==> config.mk <==
export PLATFORM = sky130hd
export DESIGN_NAME = teknofest_ram_dump
export DESIGN_NICKNAME = d
export VERILOG_FILES = /design/src/rtl/teknofest_pkg.sv /design/src/rtl/teknofest_uart_tx.sv /design/src/rtl/teknofest_ram_dump.sv
export SDC_FILE = /design/constraint.sdc
export NUM_CORES = 1
export LEC_CHECK = 0
export CAP_MARGIN = 25
export CORE_ASPECT_RATIO = 0.8
export CORE_UTILIZATION = 23
export DETAILED_ROUTE_END_ITERATION = 16
export DONT_BUFFER_PORTS = 1
export SYNTH_ARGS = -nofsm -noshare
export SYNTH_HDL_FRONTEND = slang
export SYNTH_HIERARCHICAL = 1
export SYNTH_SLANG_ARGS = --single-unit
==> constraint.sdc <==
create_clock -name clk_i -period 3.96 [get_ports clk_i]
set_clock_uncertainty 0.05 [all_clocks]
set_input_delay 0.594 -clock clk_i [delete_from_list [all_inputs] [get_ports clk_i]]
set_output_delay 0.594 -clock clk_i [all_outputs]
set_load 0.05 [all_outputs]
==> src/rtl/teknofest_pkg.sv <==
// Shared constants for the TEKNOFEST RAM loader and the RAM dump engine.
//   PROGRAM_SEQUENCE / PROG_SEQ_LENGTH : ASCII sync word that opens every frame
//   CPU_CLK / BAUD_RATE                : default core clock and serial bit rate
//   dump_state_t                       : state encoding of the dump FSM
//   prog_seq_byte / word_byte          : byte pickers for the frame builder
package teknofest_pkg;

  localparam int CPU_CLK         = 60_000_000;
  localparam int BAUD_RATE       = 9600;
  localparam int PROG_SEQ_LENGTH = 9;
  localparam logic [71:0] PROGRAM_SEQUENCE = "TEKNOFEST";

  typedef enum logic [2:0] {
    DUMP_IDLE,
    DUMP_HEADER,
    DUMP_LENGTH,
    DUMP_READ,
    DUMP_CAPTURE,
    DUMP_DATA,
    DUMP_DONE
  } dump_state_t;

  // Byte idx of the sync word, 'T' (leftmost character) at idx 0.
  function automatic logic [7:0] prog_seq_byte(input logic [3:0] idx);
    logic [71:0] seq;
    seq = PROGRAM_SEQUENCE << (8 * idx);
    return seq[71:64];
  endfunction

  // Byte idx of a 32-bit word, most significant byte at idx 0.
  function automatic logic [7:0] word_byte(input logic [31:0] w, input logic [1:0] idx);
    logic [31:0] s;
    s = w << (8 * idx);
    return s[31:24];
  endfunction

endpackage

==> src/rtl/teknofest_uart_tx.sv <==
// 8N1 byte serializer, LSB first, idle-high line.
//   clk, rst  : clock, synchronous active-high reset
//   tx_valid  : byte offered by the producer
//   tx_ready  : serializer can take a byte this cycle (valid && ready transfers)
//   tx_byte   : byte to send, held stable by the producer until the transfer
//   tx_o      : registered serial line
// Each bit lasts DIV cycles. Ready is also raised in the last cycle of the stop
// bit so a following byte starts without any idle cycle in between.
module teknofest_uart_tx #(
  parameter int DIV = 6250
) (
  input  logic       clk,
  input  logic       rst,
  input  logic       tx_valid,
  output logic       tx_ready,
  input  logic [7:0] tx_byte,
  output logic       tx_o
);

  localparam int CNT_W = (DIV > 1) ? $clog2(DIV) : 1;

  logic [CNT_W-1:0] cnt;
  logic [3:0]       bit_idx;
  logic [9:0]       shreg;
  logic             active;
  logic             bit_end;

  assign bit_end  = (cnt == CNT_W'(DIV - 1));
  assign tx_ready = !active || (bit_end && (bit_idx == 4'd9));

  always_ff @(posedge clk) begin
    if (rst) begin
      cnt     <= '0;
      bit_idx <= '0;
      shreg   <= '0;
      active  <= 1'b0;
      tx_o    <= 1'b1;
    end else if (tx_valid && tx_ready) begin
      // Frame is {stop, data[7:0], start}; the start bit goes out immediately.
      shreg   <= {1'b1, tx_byte, 1'b0};
      cnt     <= '0;
      bit_idx <= '0;
      active  <= 1'b1;
      tx_o    <= 1'b0;
    end else if (active) begin
      if (bit_end) begin
        cnt <= '0;
        if (bit_idx == 4'd9) begin
          active  <= 1'b0;
          bit_idx <= '0;
          tx_o    <= 1'b1;
        end else begin
          bit_idx <= bit_idx + 4'd1;
          shreg   <= {1'b1, shreg[9:1]};
          tx_o    <= shreg[1];
        end
      end else begin
        cnt <= cnt + 1'b1;
      end
    end
  end

endmodule

==> src/rtl/teknofest_ram_dump.sv <==
// UART readback engine for the TEKNOFEST program RAM. On a start request it
// sends "TEKNOFEST", the 32-bit word count (MSB first) and then count words
// read from base, base+1, ... (each MSB first), in the same framing the RAM's
// UART loader accepts.
//   clk_i, rst_i       : clock, synchronous active-high reset
//   dump_start_i       : start request, only looked at while idle
//   dump_base_i        : first word address, latched on start
//   dump_count_i       : number of words, latched on start
//   rd_en_o, rd_addr_o : RAM read port request (data returns next cycle)
//   rd_data_i          : RAM read data
//   ram_dump_tx_o      : serial output, 8N1
//   busy_o, done_o     : activity flag and end-of-dump pulse
module teknofest_ram_dump #(
  parameter int CLK_FREQ   = teknofest_pkg::CPU_CLK,
  parameter int BAUD_RATE  = teknofest_pkg::BAUD_RATE,
  parameter int ADDR_WIDTH = 17
) (
  input  logic                  clk_i,
  input  logic                  rst_i,
  input  logic                  dump_start_i,
  input  logic [ADDR_WIDTH-1:0] dump_base_i,
  input  logic [31:0]           dump_count_i,
  output logic                  rd_en_o,
  output logic [ADDR_WIDTH-1:0] rd_addr_o,
  input  logic [31:0]           rd_data_i,
  output logic                  ram_dump_tx_o,
  output logic                  busy_o,
  output logic                  done_o
);

  import teknofest_pkg::*;

  localparam int DIV = CLK_FREQ / BAUD_RATE;

  dump_state_t           state, state_next;
  logic [3:0]            hdr_idx;
  logic [1:0]            byte_idx;
  logic [31:0]           words_left;
  logic [31:0]           count_q;
  logic [31:0]           word_q;
  logic [ADDR_WIDTH-1:0] addr;

  logic       tx_valid;
  logic       tx_ready;
  logic [7:0] tx_byte;
  logic       tx_fire;

  assign tx_fire = tx_valid && tx_ready;

  // READ and DONE both wait for the serializer to finish the previous byte:
  // the read lands on the last stop-bit cycle, so every word is preceded by a
  // READ + CAPTURE gap of exactly two idle line cycles, and done_o marks the
  // end of the final stop bit.
  assign rd_en_o   = (state == DUMP_READ) && tx_ready;
  assign done_o    = (state == DUMP_DONE) && tx_ready;
  assign busy_o    = (state != DUMP_IDLE);
  assign rd_addr_o = addr;

  always_comb begin
    state_next = state;
    tx_valid   = 1'b0;
    tx_byte    = '0;
    case (state)
      DUMP_IDLE: begin
        if (dump_start_i) state_next = DUMP_HEADER;
      end
      DUMP_HEADER: begin
        tx_valid = 1'b1;
        tx_byte  = prog_seq_byte(hdr_idx);
        if (tx_fire && (hdr_idx == 4'(PROG_SEQ_LENGTH - 1))) state_next = DUMP_LENGTH;
      end
      DUMP_LENGTH: begin
        tx_valid = 1'b1;
        tx_byte  = word_byte(count_q, byte_idx);
        if (tx_fire && (byte_idx == 2'd3))
          state_next = (count_q == 32'd0) ? DUMP_DONE : DUMP_READ;
      end
      DUMP_READ: begin
        if (tx_ready) state_next = DUMP_CAPTURE;
      end
      DUMP_CAPTURE: begin
        state_next = DUMP_DATA;
      end
      DUMP_DATA: begin
        tx_valid = 1'b1;
        tx_byte  = word_byte(word_q, byte_idx);
        if (tx_fire && (byte_idx == 2'd3))
          state_next = (words_left != 32'd0) ? DUMP_READ : DUMP_DONE;
      end
      DUMP_DONE: begin
        if (tx_ready) state_next = DUMP_IDLE;
      end
      default: state_next = DUMP_IDLE;
    endcase
  end

  always_ff @(posedge clk_i) begin
    if (rst_i) begin
      state      <= DUMP_IDLE;
      hdr_idx    <= '0;
      byte_idx   <= '0;
      words_left <= '0;
      count_q    <= '0;
      addr       <= '0;
    end else begin
      state <= state_next;
      case (state)
        DUMP_IDLE: begin
          if (dump_start_i) begin
            addr       <= dump_base_i;
            count_q    <= dump_count_i;
            words_left <= dump_count_i;
            hdr_idx    <= '0;
            byte_idx   <= '0;
          end
        end
        DUMP_HEADER: begin
          if (tx_fire)
            hdr_idx <= (hdr_idx == 4'(PROG_SEQ_LENGTH - 1)) ? 4'd0 : hdr_idx + 4'd1;
        end
        DUMP_LENGTH, DUMP_DATA: begin
          if (tx_fire) byte_idx <= byte_idx + 2'd1;
        end
        DUMP_CAPTURE: begin
          words_left <= words_left - 32'd1;
          addr       <= addr + 1'b1;
        end
        default: ;
      endcase
    end
  end

  // Captured read word; pure data, no reset needed.
  always_ff @(posedge clk_i) begin
    if (state == DUMP_CAPTURE) word_q <= rd_data_i;
  end

  teknofest_uart_tx #(
    .DIV (DIV)
  ) u_tx (
    .clk      (clk_i),
    .rst      (rst_i),
    .tx_valid (tx_valid),
    .tx_ready (tx_ready),
    .tx_byte  (tx_byte),
    .tx_o     (ram_dump_tx_o)
  );

endmodule
==> insert_results.sql <==
INSERT INTO impl_metrics (metric_group, metric, value, unit) VALUES
('outcome', 'status', 'complete, no violations', ''),
('cts', 'ctsHtreeMaxLevel', '4', ''),
('grt', 'global_route.overflow_total', '0', ''),
('timing', 'timing.fmax', '0.309', 'GHz'),
('die', 'starting_density_of_the_core', '0.236', ''),
('cts', 'worst_setup_hold_path_clk_slew', '0.07', 'ns'),
('min_path', 'hold_class', 'in2reg', ''),
('yosys', 'postSynth.topFlopCell', 'sky130_fd_sc_hd__dfxtp_1', ''),
('final_layout', 'layout.nets', '891', ''),
('final_layout', 'fill_cells', '3375', ''),
('drt', 'route.final.wire_length', '21600', 'µm'),
('grt', 'grt_max_degree', '105', ''),
('yosys', 'synth-seq-cells', '150', ''),
('final_layout', 'drive_gt1_frac', '0.104', ''),
('grt', 'grt_pass1_wl', '32900', 'µm'),
('timing', 'tightest_slew', '0.965', 'ns'),
('yosys', 'postSynthAreaPerCell', '9.09', 'µm²'),
('setup_path', 'worst_ep_arrival_time', '2.59', 'ns'),
('placed_design', 'dp.cells', '1198', ''),
('timing', 'final-hold-violation-count', '0', ''),
('cts', 'postCtsSetupBuffers', '0', ''),
('cts', 'clk_root_buffer_cell', 'sky130_fd_sc_hd__clkbuf_16', ''),
('flow_run', 'max_cap_violation_count', '0', ''),
('yosys', 'synth_enable_flop_cells', '32', ''),
('cts', 'post_cts_resize_count', '0', ''),
('drt', 'avgViaCountPerCell', '5.10', ''),
('placed_design', 'io_buffers', '0', ''),
('cts', 'clkLatencyLatePin', '0.43', 'ns'),
('drt', 'first_drt_iteration_drcs', '602', ''),
('final_layout', 'finalNonFillerCells', '1231', ''),
('yosys', 'syn_nets', '916', ''),
('final_layout', 'layout_commonest_cell', 'sky130_fd_sc_hd__dfxtp_1', ''),
('setup_path', 'cp-start-kind', 'flop', ''),
('timing', 'layout_worst_path_cycle_share', '0.817', ''),
('yosys', 'warnings_from_yosys', '6', ''),
('final_layout', 'most-common-layout-cells', 'sky130_fd_sc_hd__dfxtp_1, sky130_fd_sc_hd__nand2_1, sky130_fd_sc_hd__a21oi_1', ''),
('cts', 'cts_buffer_depth', '2', ''),
('setup_path', 'timing.critical_path.mode_cell', 'sky130_fd_sc_hd__inv_1', ''),
('yosys', 'ys_async_sr_fraction', '0', ''),
('setup_path', 'critical_path_peak_fanout', '13', ''),
('grt', 'grt_antenna_before_repair', '1', ''),
('cts', 'cts_tree', 'yes', ''),
('setup_path', 'cp_slowest_stage_delay', '0.51', 'ns'),
('drt', 'wire_per_inst', '17.6', 'µm'),
('setup_path', 'crit_slowest_cell', 'sky130_fd_sc_hd__a41oi_2', ''),
('power_and_ir_drop', 'power_density_over_the_cells', '529', 'nW/µm²'),
('timing', 'setup_viol', '0', ''),
('yosys', 'synth_sequential_area_ratio', '0.445', ''),
('die', 'core.rowCount', '58', ''),
('die', 'die_area', '33200', 'µm²'),
('yosys', 'synthDistinctLibCells', '79', ''),
('drt', 'remaining_drc_errors', '0', ''),
('final_layout', 'multi_input_comb_area', '3850', 'µm²'),
('die', 'design.portCount', '105', ''),
('timing', 'slew_limit_headroom', '0.357', ''),
('grt', 'grt_use_total', '0.129', ''),
('die', 'design.core.area', '31700', 'µm²'),
('die', 'dieHeight', '163', 'µm'),
('yosys', 'syn_inst', '822', ''),
('timing', 'finalWorstPathRequiredPeriod', '3.24', 'ns'),
('final_layout', 'area_growth', '13.5', '%'),
('power_and_ir_drop', 'power_leakage', '2.74', 'nW'),
('grt', 'first_global_vias', '5551', ''),
('die', 'die_width', '203', 'µm'),
('drt', 'antenna_left', '0', ''),
('cts', 'clock_sink_count', '150', ''),
('setup_path', 'critPathCaptureType', 'output pin', ''),
('cts', 'cts_buffers', '17', ''),
('drt', 'via_count', '6278', ''),
('yosys', 'synth_area', '7470', 'µm²'),
('power_and_ir_drop', 'peakVddDrop', '0.000295', 'V'),
('timing', 'drv_slew', '0', ''),
('drt', 'dr.pass1.iters', '5', ''),
('setup_path', 'crit_required', '3.32', 'ns'),
('setup_path', 'crit_type', 'reg2out', ''),
('timing', 'tns', '0', 'ns'),
('final_layout', 'regArea', '3320', 'µm²'),
('placed_design', 'dp.final_hpwl', '15500', 'µm'),
('setup_path', 'crit_chain', 'inv_1 > ha_1 > and4bb_2 > a41oi_2 > inv_1 > nand2_1 > nor3b_2 > buf_4', ''),
('timing', 'setup_repair_after_global_routing_missed_its_margin', 'no', ''),
('placed_design', 'gp_congestion', '0.797', ''),
('cts', 'cts-hold-fix-buffers', '0', '');
logic make-up (layout without fill, tap and decap cells):
family                   Yosys count  after routing  synth area share
buffers and inverters             75             63            0.0426
other                              0              1                 0
flip-flops                       150            150             0.445
XOR/XNOR                           9              9            0.0106
multiplexers                      29             29            0.0668
AO/OA/AOI/OAI                    219            219             0.183
adder cells (fa/ha/maj)           10             10            0.0168
AND/OR/NAND/NOR                  330            330             0.235
worst max-delay path, delay by kind of cell (launching register included):
| kind | cells | cell delay (ns) |
|---|---|---|
| simple gates | 3 | 0.55 |
| compound gates | 1 | 0.51 |
| fa+ha+maj | 1 | 0.16 |
| buf+inv | 3 | 0.57 |
| flops | 1 | 0.37 |
final timing paths:
| kind | end | cells after the start | from | slack [ns] |
|---|---|---|---|---|
| max | done_o | 8 | u_tx/cnt[1] | 0.72 |
| min | hdr_idx[2] | 1 | rst_i | 0.20 |
| max reg2reg | words_left[31] | 6 | state[1] | 1.02 |
| min reg2reg | words_left[27] | 2 | words_left[27] | 0.41 |
report_power, final:
part | internal, mW | leakage, nW | switching, mW
combinational | 0.293 | 1.18 | 0.535
sequential | 1.71 | 1.25 | 0.252
clock | 0.958 | 0.299 | 0.736
routing by layer:
metal	track usage	wire length [µm]
met5	0	0
met4	0.0407	386
met1	0.188	10800
met2	0.186	9250
met3	0.0313	1260
state kept, by name (all words and copies together) (netlist names):
signal	count
hdr_idx	4
byte_idx	2
u_tx/tx_o	1
word_q	32
u_tx/active	1
count_q	32
u_tx/cnt	13
u_tx/bit_idx	4
words_left	32
rd_addr_o	17
state	3
u_tx/shreg	9
synthesized netlist by cell type (6+ instances only):
library cell	instances	share of area
sky130_fd_sc_hd__nand3_1	30	0.020
sky130_fd_sc_hd__or3_1	17	0.014
sky130_fd_sc_hd__nand4_1	18	0.015
sky130_fd_sc_hd__ha_1	10	0.017
sky130_fd_sc_hd__o21ai_0	31	0.021
sky130_fd_sc_hd__and2_1	6	0.0050
sky130_fd_sc_hd__mux4_2	16	0.048
sky130_fd_sc_hd__dfxtp_1	118	0.32
sky130_fd_sc_hd__nor2_1	50	0.025
sky130_fd_sc_hd__nor4_1	15	0.013
sky130_fd_sc_hd__o211ai_1	13	0.013
sky130_fd_sc_hd__and3_1	6	0.0050
sky130_fd_sc_hd__o21ai_1	9	0.0060
sky130_fd_sc_hd__xor2_1	7	0.0082
sky130_fd_sc_hd__and4_1	6	0.0070
sky130_fd_sc_hd__nor3_1	25	0.017
sky130_fd_sc_hd__a31oi_1	40	0.034
sky130_fd_sc_hd__a21oi_1	75	0.050
sky130_fd_sc_hd__a311oi_1	10	0.012
sky130_fd_sc_hd__nand2_1	110	0.055
sky130_fd_sc_hd__mux2i_1	9	0.012
sky130_fd_sc_hd__a22oi_1	8	0.0080
sky130_fd_sc_hd__buf_2	10	0.0067
sky130_fd_sc_hd__edfxtp_1	32	0.13
sky130_fd_sc_hd__inv_1	21	0.011
sky130_fd_sc_hd__clkbuf_1	34	0.017
stage by stage:
step           area (µm²)  hold slack [ns]  setup WS [ns]  total power, mW  utilization
2_1_floorplan        7470            0.384          0.829             2.59            -
3_3_place_gp         7860            0.398           1.09             2.80        0.248
3_5_place_dp         7860            0.404           1.03             2.81        0.248
4_1_cts              8470            0.178          0.711             4.51        0.267
5_1_grt              8470            0.185          0.513             4.68        0.267
6_report             8480            0.197          0.723             4.48        0.267
final cells by class:
cell class                      instances  area share
Antenna cell                            1    0.000295
Clock buffer                           17      0.0502
Clock inverter                         15      0.0223
Inverter                               22     0.00989
Multi-Input combinational cell        597       0.454
Sequential cell                       150       0.392
Tap cell                              420      0.0620
Timing Repair Buffer                    9     0.00945
No activity file was read; power rests on OpenSTA's default activity.
